## src/rtl/hash_pkg.sv

```systemverilog
// Shared definitions for the cuckoo hash write-back slice.
// Holds the table geometry, request op encoding, write-back FSM states,
// slot-selection actions, the slot entry struct and a saturating increment
// helper used by the optional statistics counters (HASH_WB_STATS_EN).
package hash_pkg;

  localparam int DATA_WIDTH         = 4;
  localparam int KEY_WIDTH          = 2;
  localparam int NUMBER_OF_TABLES   = 4;
  localparam int MAX_HASH_ADR_WIDTH = 2;
  localparam int MAX_KICKS          = 7;
  localparam int KW                 = $clog2(MAX_KICKS + 1);
  localparam int TW                 = $clog2(NUMBER_OF_TABLES);

  typedef enum logic [1:0] {
    OP_LOOKUP = 2'd0,
    OP_INSERT = 2'd1,
    OP_DELETE = 2'd2,
    OP_RSVD   = 2'd3
  } op_e;

  typedef enum logic {
    ST_IDLE  = 1'b0,
    ST_EVICT = 1'b1
  } state_e;

  typedef enum logic [1:0] {
    ACT_MATCH  = 2'd0,
    ACT_EMPTY  = 2'd1,
    ACT_VICTIM = 2'd2
  } act_e;

  typedef struct packed {
    logic [KEY_WIDTH-1:0]  key;
    logic [DATA_WIDTH-1:0] data;
    logic                  valid;
  } entry_t;

  function automatic logic [31:0] sat_inc(input logic [31:0] v, input logic en);
    if (en && (v != 32'hFFFF_FFFF)) return v + 32'd1;
    return v;
  endfunction

endpackage

```

## src/rtl/hash_write_back_stage_if.sv

```systemverilog
// Request / response / reinsert bundle of the hash write-back stage.
//   req_*   : request from the forwarding updater (valid/ready handshake)
//   resp_*  : response strobe and status (no backpressure)
//   reins_* : evicted entry returned to the hash front end (valid/ready)
// master = upstream/front-end side, slave = write-back stage.
interface hash_write_back_stage_if;
  import hash_pkg::*;

  logic                                               req_valid;
  logic                                               req_ready;
  logic [1:0]                                         req_op;
  logic [KEY_WIDTH-1:0]                               req_key;
  logic [DATA_WIDTH-1:0]                              req_data;
  logic [KW-1:0]                                      req_kick;
  logic [NUMBER_OF_TABLES-1:0][MAX_HASH_ADR_WIDTH-1:0] req_hash_adr;

  logic                                               resp_valid;
  logic                                               resp_hit;
  logic                                               resp_fail;
  logic [DATA_WIDTH-1:0]                              resp_data;

  logic                                               reins_valid;
  logic                                               reins_ready;
  logic [KEY_WIDTH-1:0]                               reins_key;
  logic [DATA_WIDTH-1:0]                              reins_data;
  logic [KW-1:0]                                      reins_kick;

  modport master (
    output req_valid, req_op, req_key, req_data, req_kick, req_hash_adr, reins_ready,
    input  req_ready, resp_valid, resp_hit, resp_fail, resp_data,
           reins_valid, reins_key, reins_data, reins_kick
  );

  modport slave (
    input  req_valid, req_op, req_key, req_data, req_kick, req_hash_adr, reins_ready,
    output req_ready, resp_valid, resp_hit, resp_fail, resp_data,
           reins_valid, reins_key, reins_data, reins_kick
  );

endinterface

```

## src/rtl/hash_slot_select.sv

```systemverilog
// Combinational slot selection for one request.
//   slots     : forwarding-corrected contents of the addressed slot per table
//   key       : request key
//   vic       : round-robin victim table
//   hit       : key present in at least one valid slot
//   match_idx : lowest table holding the key (0 when no hit)
//   ins_act   : insert action (overwrite match / fill empty / evict victim)
//   ins_idx   : table targeted by an insert
module hash_slot_select
  import hash_pkg::*;
(
  input  entry_t [NUMBER_OF_TABLES-1:0] slots,
  input  logic   [KEY_WIDTH-1:0]        key,
  input  logic   [TW-1:0]               vic,
  output logic                          hit,
  output logic   [TW-1:0]               match_idx,
  output act_e                          ins_act,
  output logic   [TW-1:0]               ins_idx
);

  logic          empty_found;
  logic [TW-1:0] empty_idx;

  // Scan from the top so the lowest qualifying table is the last one written.
  always_comb begin
    hit         = 1'b0;
    match_idx   = '0;
    empty_found = 1'b0;
    empty_idx   = '0;
    for (int t = NUMBER_OF_TABLES - 1; t >= 0; t--) begin
      if (slots[t].valid && (slots[t].key == key)) begin
        hit       = 1'b1;
        match_idx = TW'(t);
      end
      if (!slots[t].valid) begin
        empty_found = 1'b1;
        empty_idx   = TW'(t);
      end
    end
  end

  always_comb begin
    ins_act = ACT_VICTIM;
    ins_idx = vic;
    if (hit) begin
      ins_act = ACT_MATCH;
      ins_idx = match_idx;
    end else if (empty_found) begin
      ins_act = ACT_EMPTY;
      ins_idx = empty_idx;
    end
  end

endmodule

```

## src/rtl/hash_write_back_stage.sv

```systemverilog
// Write-back / decision stage of the multi-table cuckoo hash pipeline.
// Decides hit/miss and target slot per request, issues the table writes,
// mirrors them one cycle later as the forwarding feed, and parks evicted
// entries in a stash until the front end takes them back.
// Ports:
//   clk_sys, rst_b (synchronous, active-low), clk_en (0 freezes everything)
//   bus            : request / response / reinsert bundle (slave side)
//   corr_*         : corrected slot contents per table
//   wr_*           : table write port per table (registered)
//   fwd_*          : wr_* delayed one more cycle
//   stats_*        : saturating event counters, only with HASH_WB_STATS_EN
//
// state    | meaning
// ST_IDLE  | accepting requests
// ST_EVICT | stash holds an evicted entry, offered on reins_*, requests stalled
module hash_write_back_stage
  import hash_pkg::*;
(
  input  logic                                                clk_sys,
  input  logic                                                rst_b,
  input  logic                                                clk_en,
  hash_write_back_stage_if.slave                              bus,
  input  logic [NUMBER_OF_TABLES-1:0][KEY_WIDTH-1:0]          corr_key,
  input  logic [NUMBER_OF_TABLES-1:0][DATA_WIDTH-1:0]         corr_data,
  input  logic [NUMBER_OF_TABLES-1:0]                         corr_valid,
  output logic [NUMBER_OF_TABLES-1:0]                         wr_en,
  output logic [NUMBER_OF_TABLES-1:0][MAX_HASH_ADR_WIDTH-1:0] wr_adr,
  output logic [NUMBER_OF_TABLES-1:0][KEY_WIDTH-1:0]          wr_key,
  output logic [NUMBER_OF_TABLES-1:0][DATA_WIDTH-1:0]         wr_data,
  output logic [NUMBER_OF_TABLES-1:0]                         wr_valid,
  output logic [NUMBER_OF_TABLES-1:0][MAX_HASH_ADR_WIDTH-1:0] fwd_hash_adr,
  output logic [NUMBER_OF_TABLES-1:0][DATA_WIDTH-1:0]         fwd_data,
  output logic [NUMBER_OF_TABLES-1:0][KEY_WIDTH-1:0]          fwd_key,
  output logic [NUMBER_OF_TABLES-1:0]                         fwd_updated_mem,
  output logic [NUMBER_OF_TABLES-1:0]                         fwd_valid
`ifdef HASH_WB_STATS_EN
  ,
  output logic [31:0]                                         stats_lookup_hits,
  output logic [31:0]                                         stats_inserts,
  output logic [31:0]                                         stats_evictions,
  output logic [31:0]                                         stats_insert_fails
`endif
);

  state_e                state, state_nxt;
  op_e                   op;
  entry_t [NUMBER_OF_TABLES-1:0] slots;
  logic                  ready, accept;
  logic                  hit;
  logic [TW-1:0]         match_idx, ins_idx, vic;
  act_e                  ins_act;

  logic [NUMBER_OF_TABLES-1:0]                         d_wr_en, d_wr_valid;
  logic [NUMBER_OF_TABLES-1:0][MAX_HASH_ADR_WIDTH-1:0] d_wr_adr;
  logic [NUMBER_OF_TABLES-1:0][KEY_WIDTH-1:0]          d_wr_key;
  logic [NUMBER_OF_TABLES-1:0][DATA_WIDTH-1:0]         d_wr_data;
  logic                  d_resp_valid, d_resp_hit, d_resp_fail, do_evict;
  logic [DATA_WIDTH-1:0] d_resp_data;

  logic                  resp_valid_q, resp_hit_q, resp_fail_q;
  logic [DATA_WIDTH-1:0] resp_data_q;
  logic [KEY_WIDTH-1:0]  stash_key;
  logic [DATA_WIDTH-1:0] stash_data;
  logic [KW-1:0]         stash_kick;

  assign op     = op_e'(bus.req_op);
  assign ready  = (state == ST_IDLE);
  assign accept = bus.req_valid & ready & clk_en;

  always_comb begin
    slots = '0;
    for (int t = 0; t < NUMBER_OF_TABLES; t++) begin
      slots[t].key   = corr_key[t];
      slots[t].data  = corr_data[t];
      slots[t].valid = corr_valid[t];
    end
  end

  hash_slot_select u_slot_select (
    .slots     (slots),
    .key       (bus.req_key),
    .vic       (vic),
    .hit       (hit),
    .match_idx (match_idx),
    .ins_act   (ins_act),
    .ins_idx   (ins_idx)
  );

  always_comb begin
    d_wr_en      = '0;
    d_wr_adr     = '0;
    d_wr_key     = '0;
    d_wr_data    = '0;
    d_wr_valid   = '0;
    d_resp_valid = 1'b0;
    d_resp_hit   = 1'b0;
    d_resp_fail  = 1'b0;
    d_resp_data  = '0;
    do_evict     = 1'b0;
    if (accept) begin
      d_resp_valid = 1'b1;
      d_resp_hit   = hit;
      unique case (op)
        OP_INSERT: begin
          // Out of kicks: the table contents stay untouched and the victim
          // pointer does not move, so the insert simply fails.
          if ((ins_act == ACT_VICTIM) && (bus.req_kick >= KW'(MAX_KICKS))) begin
            d_resp_fail = 1'b1;
          end else begin
            d_wr_en[ins_idx]    = 1'b1;
            d_wr_adr[ins_idx]   = bus.req_hash_adr[ins_idx];
            d_wr_key[ins_idx]   = bus.req_key;
            d_wr_data[ins_idx]  = bus.req_data;
            d_wr_valid[ins_idx] = 1'b1;
            do_evict            = (ins_act == ACT_VICTIM);
          end
        end
        OP_DELETE: begin
          if (hit) begin
            d_wr_en[match_idx]  = 1'b1;
            d_wr_adr[match_idx] = bus.req_hash_adr[match_idx];
            d_wr_key[match_idx] = bus.req_key;
          end
        end
        default: begin
          d_resp_data = hit ? slots[match_idx].data : '0;
        end
      endcase
    end
  end

  always_ff @(posedge clk_sys) begin
    if (!rst_b) begin
      state <= ST_IDLE;
    end else if (clk_en) begin
      state <= state_nxt;
    end
  end

  always_comb begin
    state_nxt       = state;
    bus.reins_valid = 1'b0;
    unique case (state)
      ST_IDLE: begin
        if (do_evict) state_nxt = ST_EVICT;
      end
      ST_EVICT: begin
        bus.reins_valid = 1'b1;
        if (bus.reins_ready) state_nxt = ST_IDLE;
      end
      default: state_nxt = ST_IDLE;
    endcase
  end

  always_ff @(posedge clk_sys) begin
    if (!rst_b) begin
      wr_en           <= '0;
      wr_adr          <= '0;
      wr_key          <= '0;
      wr_data         <= '0;
      wr_valid        <= '0;
      fwd_updated_mem <= '0;
      fwd_hash_adr    <= '0;
      fwd_key         <= '0;
      fwd_data        <= '0;
      fwd_valid       <= '0;
      resp_valid_q    <= 1'b0;
      resp_hit_q      <= 1'b0;
      resp_fail_q     <= 1'b0;
      resp_data_q     <= '0;
    end else if (clk_en) begin
      wr_en           <= d_wr_en;
      wr_adr          <= d_wr_adr;
      wr_key          <= d_wr_key;
      wr_data         <= d_wr_data;
      wr_valid        <= d_wr_valid;
      fwd_updated_mem <= wr_en;
      fwd_hash_adr    <= wr_adr;
      fwd_key         <= wr_key;
      fwd_data        <= wr_data;
      fwd_valid       <= wr_valid;
      resp_valid_q    <= d_resp_valid;
      resp_hit_q      <= d_resp_hit;
      resp_fail_q     <= d_resp_fail;
      resp_data_q     <= d_resp_data;
    end
  end

  // Stash is cleared once the front end takes it so reins_* read 0 when idle.
  always_ff @(posedge clk_sys) begin
    if (!rst_b) begin
      stash_key  <= '0;
      stash_data <= '0;
      stash_kick <= '0;
      vic        <= '0;
    end else if (clk_en) begin
      if (do_evict) begin
        stash_key  <= slots[ins_idx].key;
        stash_data <= slots[ins_idx].data;
        stash_kick <= bus.req_kick + KW'(1);
        vic        <= (vic == TW'(NUMBER_OF_TABLES - 1)) ? '0 : vic + TW'(1);
      end else if ((state == ST_EVICT) && bus.reins_ready) begin
        stash_key  <= '0;
        stash_data <= '0;
        stash_kick <= '0;
      end
    end
  end

  assign bus.req_ready  = ready;
  assign bus.resp_valid = resp_valid_q;
  assign bus.resp_hit   = resp_hit_q;
  assign bus.resp_fail  = resp_fail_q;
  assign bus.resp_data  = resp_data_q;
  assign bus.reins_key  = stash_key;
  assign bus.reins_data = stash_data;
  assign bus.reins_kick = stash_kick;

`ifdef HASH_WB_STATS_EN
  logic [31:0] cnt_lookup_hits, cnt_inserts, cnt_evictions, cnt_insert_fails;

  always_ff @(posedge clk_sys) begin
    if (!rst_b) begin
      cnt_lookup_hits  <= '0;
      cnt_inserts      <= '0;
      cnt_evictions    <= '0;
      cnt_insert_fails <= '0;
    end else if (clk_en) begin
      cnt_lookup_hits  <= sat_inc(cnt_lookup_hits,
                                  accept && (op != OP_INSERT) && (op != OP_DELETE) && hit);
      cnt_inserts      <= sat_inc(cnt_inserts, accept && (op == OP_INSERT));
      cnt_evictions    <= sat_inc(cnt_evictions, do_evict);
      cnt_insert_fails <= sat_inc(cnt_insert_fails, d_resp_fail);
    end
  end

  assign stats_lookup_hits  = cnt_lookup_hits;
  assign stats_inserts      = cnt_inserts;
  assign stats_evictions    = cnt_evictions;
  assign stats_insert_fails = cnt_insert_fails;
`endif

endmodule

```

## src/flat_wrapper.sv

```systemverilog
// flat-port wrapper written by rule: the top's interface ports become plain ports
module hash_write_back_stage_flat import hash_pkg::*;
  (clk_sys, rst_b, clk_en, corr_key, corr_data, corr_valid, wr_en, wr_adr, wr_key, wr_data, wr_valid, fwd_hash_adr, fwd_data, fwd_key, fwd_updated_mem, fwd_valid, bus_req_valid, bus_req_op, bus_req_key, bus_req_data, bus_req_kick, bus_req_hash_adr, bus_reins_ready, bus_req_ready, bus_resp_valid, bus_resp_hit, bus_resp_fail, bus_resp_data, bus_reins_valid, bus_reins_key, bus_reins_data, bus_reins_kick);
  hash_write_back_stage_if bus_i ();
  input  logic clk_sys;
  input  logic rst_b;
  input  logic clk_en;
  input  logic [NUMBER_OF_TABLES-1:0][KEY_WIDTH-1:0] corr_key;
  input  logic [NUMBER_OF_TABLES-1:0][DATA_WIDTH-1:0] corr_data;
  input  logic [NUMBER_OF_TABLES-1:0] corr_valid;
  output logic [NUMBER_OF_TABLES-1:0] wr_en;
  output logic [NUMBER_OF_TABLES-1:0][MAX_HASH_ADR_WIDTH-1:0] wr_adr;
  output logic [NUMBER_OF_TABLES-1:0][KEY_WIDTH-1:0] wr_key;
  output logic [NUMBER_OF_TABLES-1:0][DATA_WIDTH-1:0] wr_data;
  output logic [NUMBER_OF_TABLES-1:0] wr_valid;
  output logic [NUMBER_OF_TABLES-1:0][MAX_HASH_ADR_WIDTH-1:0] fwd_hash_adr;
  output logic [NUMBER_OF_TABLES-1:0][DATA_WIDTH-1:0] fwd_data;
  output logic [NUMBER_OF_TABLES-1:0][KEY_WIDTH-1:0] fwd_key;
  output logic [NUMBER_OF_TABLES-1:0] fwd_updated_mem;
  output logic [NUMBER_OF_TABLES-1:0] fwd_valid;
  input wire logic [$bits(bus_i.req_valid)-1:0] bus_req_valid;
  input wire logic [$bits(bus_i.req_op)-1:0] bus_req_op;
  input wire logic [$bits(bus_i.req_key)-1:0] bus_req_key;
  input wire logic [$bits(bus_i.req_data)-1:0] bus_req_data;
  input wire logic [$bits(bus_i.req_kick)-1:0] bus_req_kick;
  input wire logic [$bits(bus_i.req_hash_adr)-1:0] bus_req_hash_adr;
  input wire logic [$bits(bus_i.reins_ready)-1:0] bus_reins_ready;
  output wire logic [$bits(bus_i.req_ready)-1:0] bus_req_ready;
  output wire logic [$bits(bus_i.resp_valid)-1:0] bus_resp_valid;
  output wire logic [$bits(bus_i.resp_hit)-1:0] bus_resp_hit;
  output wire logic [$bits(bus_i.resp_fail)-1:0] bus_resp_fail;
  output wire logic [$bits(bus_i.resp_data)-1:0] bus_resp_data;
  output wire logic [$bits(bus_i.reins_valid)-1:0] bus_reins_valid;
  output wire logic [$bits(bus_i.reins_key)-1:0] bus_reins_key;
  output wire logic [$bits(bus_i.reins_data)-1:0] bus_reins_data;
  output wire logic [$bits(bus_i.reins_kick)-1:0] bus_reins_kick;
  assign bus_i.req_valid = bus_req_valid;
  assign bus_i.req_op = bus_req_op;
  assign bus_i.req_key = bus_req_key;
  assign bus_i.req_data = bus_req_data;
  assign bus_i.req_kick = bus_req_kick;
  assign bus_i.req_hash_adr = bus_req_hash_adr;
  assign bus_i.reins_ready = bus_reins_ready;
  assign bus_req_ready = bus_i.req_ready;
  assign bus_resp_valid = bus_i.resp_valid;
  assign bus_resp_hit = bus_i.resp_hit;
  assign bus_resp_fail = bus_i.resp_fail;
  assign bus_resp_data = bus_i.resp_data;
  assign bus_reins_valid = bus_i.reins_valid;
  assign bus_reins_key = bus_i.reins_key;
  assign bus_reins_data = bus_i.reins_data;
  assign bus_reins_kick = bus_i.reins_kick;
  hash_write_back_stage u_core (.clk_sys(clk_sys), .rst_b(rst_b), .clk_en(clk_en), .bus(bus_i), .corr_key(corr_key), .corr_data(corr_data), .corr_valid(corr_valid), .wr_en(wr_en), .wr_adr(wr_adr), .wr_key(wr_key), .wr_data(wr_data), .wr_valid(wr_valid), .fwd_hash_adr(fwd_hash_adr), .fwd_data(fwd_data), .fwd_key(fwd_key), .fwd_updated_mem(fwd_updated_mem), .fwd_valid(fwd_valid));
endmodule
```

## config.mk

```make
export PLATFORM = sky130hd
export DESIGN_NAME = hash_write_back_stage_flat
export DESIGN_NICKNAME = d
export VERILOG_FILES = /design/src/rtl/hash_pkg.sv /design/src/rtl/hash_write_back_stage_if.sv /design/src/rtl/hash_slot_select.sv /design/src/rtl/hash_write_back_stage.sv /design/src/flat_wrapper.sv
export SDC_FILE = /design/constraint.sdc
export NUM_CORES = 1
export LEC_CHECK = 0
export CAP_MARGIN = 20
export CORE_AREA = 5 5 104 106
export DETAILED_ROUTE_END_ITERATION = 8
export DIE_AREA = 0 0 109 111
export MAX_ROUTING_LAYER = met4
export PLACE_DENSITY = 0.79
export SYNTH_ARGS = -nofsm -noshare
export SYNTH_HDL_FRONTEND = slang
export SYNTH_SLANG_ARGS = --single-unit
```

## constraint.sdc

```tcl
create_clock -name clk_sys -period 3.2 [get_ports clk_sys]
set_input_delay 0.32 -clock clk_sys [delete_from_list [all_inputs] [get_ports clk_sys]]
set_output_delay 0.32 -clock clk_sys [all_outputs]
set_load 0.01 [all_outputs]
```

Yosys cells after proc, flatten, opt, wreduce, memory -nomap -nowiden. Index checks and enable logic that the tools add are counted.

Bits in registers: 99. Input port bits: 52. Output and inout port bits: 98.

Add/sub/neg operators: 2. Order comparisons: 5. Equality and inequality tests: 8. Mux-type cells: 77. Bitwise operators: 8. Reductions and logical operators: 12.

Operator list (number): $mux W16 (3); $mux W8 (6); $mux W4 (11); $mux W2 (19); $and A8 B8 Y8 (4); $pmux W8 S2 (2); $bmux W7 S2 (2); $mux W1 (21); $and A16 B16 Y16 (1); $bmux W2 S2 (2); $demux W2 S2 (2); $demux W4 S2 (1); $eq A2 B2 Y1 (4); $logic_and A1 B1 Y1 (8); $pmux W4 S2 (1); $mux W7 (1); $eq A2 B2 Y1 const B (3); $lt A2 B3 Y1 const B (2); $mux W3 (2); $mux W5 (1); $demux W1 S2 (2); $ge A2 B1 Y1 const B (2); $reduce_and A2 Y1 (2); $add A3 B1 Y3 const B (1); 8 further kinds (9).

Logic depth before layout (Yosys ltp).
Depth in word-level cells: 15. Gate-level depth with buffers: 10.

By module. A second synthesis with hierarchy kept.

Cells, all modules: 452. Area total of the unflattened synthesis: 4456.8 µm².

By module, submodules not included: hash_write_back_stage (instances 1, cells each 420, area an instance 4141.5 µm², seq. area each 1981.9 µm²); hash_slot_select (instances 1, cells each 32, area an instance 315.3 µm², seq. area each 0.0 µm²).

Least setup slack after synthesis. OpenSTA, ideal clock, no wires.

Path type: in2reg. Start: input port bus_req_key[1]. End: register u_core.wr_key[4] (netlist name). Library setup time: 0.117 ns. Arrival: 2.008 ns. Required time: 3.083 ns. Slack: 1.075 ns. Stages on the path: 8. Path buffers: 3. Path through: buf_4 > xnor2_1 > and3_1 > o311a_1 > buf_2 > buf_2 > a32o_1 > a32o_1.

Word-level cells in the longest chain between the ends: 15.

RTL lines: start: declaration (RTL line flat_wrapper.sv:23) `input wire logic [$bits(bus_i.req_key)-1:0] bus_req_key;`; $eq A2 B2 Y1 (RTL line hash_slot_select.sv:31) `if (slots[t].valid && (slots[t].key == key)) begin`; $logic_and A1 B1 Y1 (RTL line hash_slot_select.sv:31); $mux W2 / $mux W1 (equally long branches) (4 in a row) (RTL line hash_slot_select.sv:31); $mux W2 (RTL line hash_slot_select.sv:45) `if (hit) begin`; $lt A2 B3 Y1 (not written as such) / $ge A2 B1 Y1 (equally long branches) (RTL line hash_write_back_stage.sv:112) `d_wr_key[ins_idx] = bus.req_key;`; $logic_and A1 B1 Y1 (not written as such) (RTL line hash_write_back_stage.sv:112); $mux W2 (not written as such) (RTL line hash_write_back_stage.sv:112); $demux W2 S2; $and A8 B8 Y8 (no source line); $mux W8 (RTL line hash_write_back_stage.sv:107) `if ((ins_act == ACT_VICTIM) && (bus.req_kick >= KW'(MAX_KICKS))) begin`; $pmux W8 S2 * (RTL line hash_write_back_stage.sv:103) `unique case (op)`; $mux W8 * (RTL line hash_write_back_stage.sv:100) `if (accept) begin`; end signal: assignment (RTL line hash_write_back_stage.sv:174) `wr_key <= d_wr_key;`; end: declaration (RTL line hash_write_back_stage.sv:28) `output logic [NUMBER_OF_TABLES-1:0][KEY_WIDTH-1:0] wr_key,`.

Every way passes the cells marked *; elsewhere a longest branch is shown, timed or not. A chain may end at the register's enable or synchronous reset.

Worst setup path after layout.
Start: input port bus_req_key[0]. End: register u_core.wr_data[8] (netlist name).

Word-level cells in the longest chain between the ends: 15.

RTL lines: $eq A2 B2 Y1 (RTL line hash_slot_select.sv:31); $logic_and A1 B1 Y1 (RTL line hash_slot_select.sv:31); $mux W2 / $mux W1 (equally long branches) (4 in a row) (RTL line hash_slot_select.sv:31); $mux W2 (RTL line hash_slot_select.sv:45); $lt A2 B3 Y1 (not written as such) / $ge A2 B1 Y1 (equally long branches) (RTL line hash_write_back_stage.sv:113) `d_wr_data[ins_idx] = bus.req_data;`; $logic_and A1 B1 Y1 (not written as such) (RTL line hash_write_back_stage.sv:113); $mux W4 (not written as such) (RTL line hash_write_back_stage.sv:113); $demux W4 S2; $and A16 B16 Y16 (no source line); $mux W16 * (RTL line hash_write_back_stage.sv:107); $mux W16 * (RTL line hash_write_back_stage.sv:103); $mux W16 * (RTL line hash_write_back_stage.sv:100); end signal: assignment (RTL line hash_write_back_stage.sv:175) `wr_data <= d_wr_data;`; end: declaration (RTL line hash_write_back_stage.sv:29) `output logic [NUMBER_OF_TABLES-1:0][DATA_WIDTH-1:0] wr_data,`.

Marked as above.

==> results.md <==
- In this run, CTS created clock tree buffers numbering 9.
- Detailed routing inserted a total of ~3900 vias.
- At the end of the flow, the number of nets in the layout was between 600 and 700.
- Entering global routing, the biggest net connects 46 pins.
- The congestion estimate from routability-driven global placement came to 0.926.
- The first routing iteration left 150 violations.
- The most frequently used flop master after synthesis is sky130_fd_sc_hd__dfxtp_1.
- Of the available clock period, the critical path in the final layout requires between 80 and 90%.
- Wires add up to approximately 13000 um.
- The share of cells above drive strength 1 is roughly 7%.
- The worst pin sits at a relative slew slack of a little over two fifths.
- The growth of design area from synthesis to finish is 42.2%.
- Summing every instance area after synthesis gives 4330 sq um.
- The number of gates given a new drive strength after cts is 0.
- The I/O pin total is 150.
- The run finished with clean final reports.
- The fraction of power consumed by sequential logic is 50.8%.
- Summing the sequential cell areas from Yosys gives between 40% and 50% of the chip area.
- The critical path class is primary input to flip-flop.
- The hold slack is between 0.3 and 0.4 ns.
- The filler cells instantiated in the layout total ~800.
- The first global-routing pass estimated slightly above 20000 um of wire.
- Of the total power, combinational logic draws a little over an eighth.
- The area enclosed by the die boundary is around 12000 sq um.
- In this run the worst hold path is classified as primary input to flip-flop.
- CTS placed an instance of sky130_fd_sc_hd__clkbuf_8 at the clock tree root.
- The via count of the first global-routing pass was 4044.
- The post-synthesis register bit count is 99.
- The kind of end point of the critical path is a flip-flop.
- Clock-pin slew was measured on the worst setup and hold paths at roughly 0.090 ns.
- The count of distinct cell types in the synthesized netlist is 49.
- Setup violations remaining at the end of the flow were counted as 0.
- IR analysis of the VDD net gives a maximum drop of around 0.00019 V.
- The fraction of power consumed by the clock network is between 30% and 40%.
- For the worst setup path, the data arrival time is approximately 3 ns.
- When the netlist entered floorplanning its net count stood at roughly 500.
- The number of cell rows is 36.
- The longest clock path from root to sink contains 2 buffers.
- Counting every sink on the clock net gives between 90 and 100.
- The detail-routed net length per standard cell is between 15 and 20 um.
- The internal portion of the total power is ~1.8 mW.
- The data required time of the critical path is 3.48 ns.
- Power comes to 2.45 mW.
- Setup repair after global routing left no endpoint under its margin.
- The horizontal die dimension is 109 um.
- For this run, the number of Yosys warnings is 0.
- The total half-perimeter wirelength after legalization and detailed placement is 9920 um.
- The total negative slack is 0 ns.
- The clock tree from TritonCTS is yes.
- The total of buffers placed on input and output ports is 149.
- The antenna diode instance count is 0.
- Timing would allow up to 371 MHz.
- For the pin with the worst max-slew slack, the measured transition is between 0.8 and 0.9 ns.
- The clock period minus final worst setup slack is about 2.7 ns.
- The number of nets still failing antenna checks after routing is 0.
- Clock skew on the completed layout was measured at between 0.01 and 0.015 ns.
- Along the worst path, the maximum fanout reaches 13.
- After detailed routing, the number of vias per cell comes to 5.34.
- The number of max-slew violations in the final report is 0.
- The overall die height is between 100 and 150 um.
- The effective utilization at floorplan is approximately 45%.
- The number of H-tree levels is 3.
- STA classifies the critical path startpoint as a primary input.
- The switching share of power is around a quarter.
- The hold buffer count at CTS is 0.
- Summed over all cells, the static leakage comes to 2.30 nW.
- The number of enable flip-flop cells after synthesis is 0.
- Across the run, the number of max-cap violations was 0.
- The global-route congestion overflow total is 0.
- Dividing the synthesized area by the synthesized cell count gives roughly 10 sq um.
- The hold violation count in the final report is 0.
- The initial antenna violation count is 0.
- Post-CTS timing repair inserted 0 buffers for setup.
- The total core area is a little under 10000 sq um.
- The switching power summed over all nets is about 600 uW.
- The later pin in the worst-skew pair is clocked with a latency of between 0.3 and 0.4 ns.
- The instance count of the mapped netlist is roughly 440.
- Global routing used between 20% and 30% of the available tracks.
- The post-route DRC violation count is 0.
- Counting flops with an async set or reset pin after synthesis yields a share of 0%.
- The number of iterations in the first detailed-routing pass is 4.
- The power per standard cell area is around 400 nW/um^2.
## metrics by stage
stage | util, % | cell area [sq um] | instances | setup WS [ns]
2_1_floorplan | - | 4330 | 441 | 1.07
3_3_place_gp | 61.4 | 5940 | 707 | 0.280
3_5_place_dp | 61.4 | 5940 | 707 | 0.168
4_1_cts | 63.6 | 6160 | 722 | 0.543
5_1_grt | 63.6 | 6160 | 722 | 0.373
6_report | 63.6 | 6160 | 722 | 0.508
## routing by layer
layer	vias to the layer above	part of all wire, %	track usage (%)
met5	-	0	-
met4	0	2.6	9.43
met3	31	6.7	4.02
met2	155	48	35.0
met1	1790	42	26.2
li1	1879	-	-
## synth_stat cells (3+ instances only)
| cell type | count | area share, % |
|---|---|---|
| sky130_fd_sc_hd__a21o_1 | 3 | 0.52 |
| sky130_fd_sc_hd__ha_1 | 5 | 1.4 |
| sky130_fd_sc_hd__dfxtp_1 | 99 | 46 |
| sky130_fd_sc_hd__clkbuf_1 | 17 | 1.5 |
| sky130_fd_sc_hd__and3_1 | 11 | 1.6 |
| sky130_fd_sc_hd__a21boi_1 | 5 | 0.87 |
| sky130_fd_sc_hd__nand2_1 | 40 | 3.5 |
| sky130_fd_sc_hd__buf_2 | 6 | 0.69 |
| sky130_fd_sc_hd__o221ai_1 | 6 | 1.2 |
| sky130_fd_sc_hd__o21ai_1 | 11 | 1.3 |
| sky130_fd_sc_hd__a31oi_1 | 3 | 0.43 |
| sky130_fd_sc_hd__a32o_1 | 13 | 3.0 |
| sky130_fd_sc_hd__inv_1 | 6 | 0.52 |
| sky130_fd_sc_hd__a22o_1 | 4 | 0.81 |
| sky130_fd_sc_hd__o31ai_1 | 4 | 0.69 |
| sky130_fd_sc_hd__buf_1 | 3 | 0.26 |
| sky130_fd_sc_hd__a21boi_0 | 5 | 0.87 |
| sky130_fd_sc_hd__xnor2_1 | 6 | 1.2 |
| sky130_fd_sc_hd__a21oi_1 | 3 | 0.35 |
| sky130_fd_sc_hd__o22ai_1 | 3 | 0.43 |
| sky130_fd_sc_hd__o21ai_0 | 8 | 0.92 |
| sky130_fd_sc_hd__nor2b_1 | 43 | 6.2 |
| sky130_fd_sc_hd__nor2_1 | 11 | 0.95 |
| sky130_fd_sc_hd__and2_1 | 4 | 0.58 |
| sky130_fd_sc_hd__nand3_1 | 9 | 1.0 |
| sky130_fd_sc_hd__or3_1 | 6 | 0.87 |
| sky130_fd_sc_hd__nor3_1 | 14 | 1.6 |
| sky130_fd_sc_hd__a221o_1 | 3 | 0.69 |
| sky130_fd_sc_hd__nand2b_1 | 5 | 0.72 |
| sky130_fd_sc_hd__or4_4 | 4 | 1.0 |
| sky130_fd_sc_hd__o21a_1 | 3 | 0.52 |
| sky130_fd_sc_hd__mux2i_1 | 52 | 12 |
| sky130_fd_sc_hd__o31a_1 | 6 | 1.2 |
## logic make-up after synthesis
family                   share of synthesized area [%]
adder cells (fa/ha/maj)                           1.44
buffers and inverters                             3.64
AO/OA/AOI/OAI                                     15.9
AND/OR/NAND/NOR                                   19.3
XOR/XNOR                                          1.96
flip-flops                                        45.8
multiplexers                                      12.0
## final timing paths
check / start / endpoint / slack, ns / cells past startpoint
max: bus_req_key[0] / u_core.wr_data[8] / 0.51 / 7
min: clk_en / u_core.state / 0.36 / 4
max reg2reg: u_core.vic[0] / u_core.wr_data[8] / 1.06 / 6
min reg2reg: u_core.bus.resp_data[0] / u_core.bus.resp_data[0] / 0.47 / 2
## power groups by stage
stage | clock, mW | combinational (mW) | sequential [mW]
detailed placement | 0 | 0.329 | 1.27
global placement | 0 | 0.326 | 1.27
CTS | 0.888 | 0.329 | 1.24
global route | 0.942 | 0.354 | 1.25
floorplan | 0 | 0.182 | 1.28
finish | 0.878 | 0.330 | 1.24
## cell usage in the layout, fill, tap and decap left out, drive strengths merged, types with 10 or more instances in the layout
master | Yosys | routed
o21ai | 19 | 19
buf | 12 | 15
a32o | 13 | 13
mux2i | 52 | 52
and3 | 11 | 11
nor3 | 14 | 14
nand2 | 40 | 40
clkbuf | 17 | 10
nand3 | 10 | 10
nor2b | 43 | 43
a21boi | 10 | 10
dfxtp | 99 | 99
clkdlybuf4s50 | 0 | 147
nor2 | 11 | 11
## worst max-delay path, stage by stage
cell and delay [ns]:
sky130_fd_sc_hd__clkdlybuf4s50_1 0.78, sky130_fd_sc_hd__xnor2_1 0.16, sky130_fd_sc_hd__and3_1 0.27, sky130_fd_sc_hd__a211o_1 0.32, sky130_fd_sc_hd__and2_1 0.32, sky130_fd_sc_hd__or4_4 0.62, sky130_fd_sc_hd__o21ai_0 0.18
## sequential cells by signal, summed over array words and instances (netlist names), 8 cells and up
name	count
u_core.wr_key	8
u_core.fwd_key	8
u_core.fwd_hash_adr	8
u_core.wr_data	16
u_core.fwd_data	16
u_core.wr_adr	8
## layout make-up
cell class / instances / area [sq um] / area share [%]
Multi-Input combinational cell: 307 / 2190 / 35.6
Clock buffer: 10 / 128 / 2.07
Sequential cell: 99 / 1980 / 32.2
Inverter: 6 / 22.5 / 0.366
Clock inverter: 5 / 85.1 / 1.38
Tap cell: 133 / 166 / 2.70
Timing Repair Buffer: 162 / 1580 / 25.7
No activity file was read; power rests on OpenSTA's default activity.
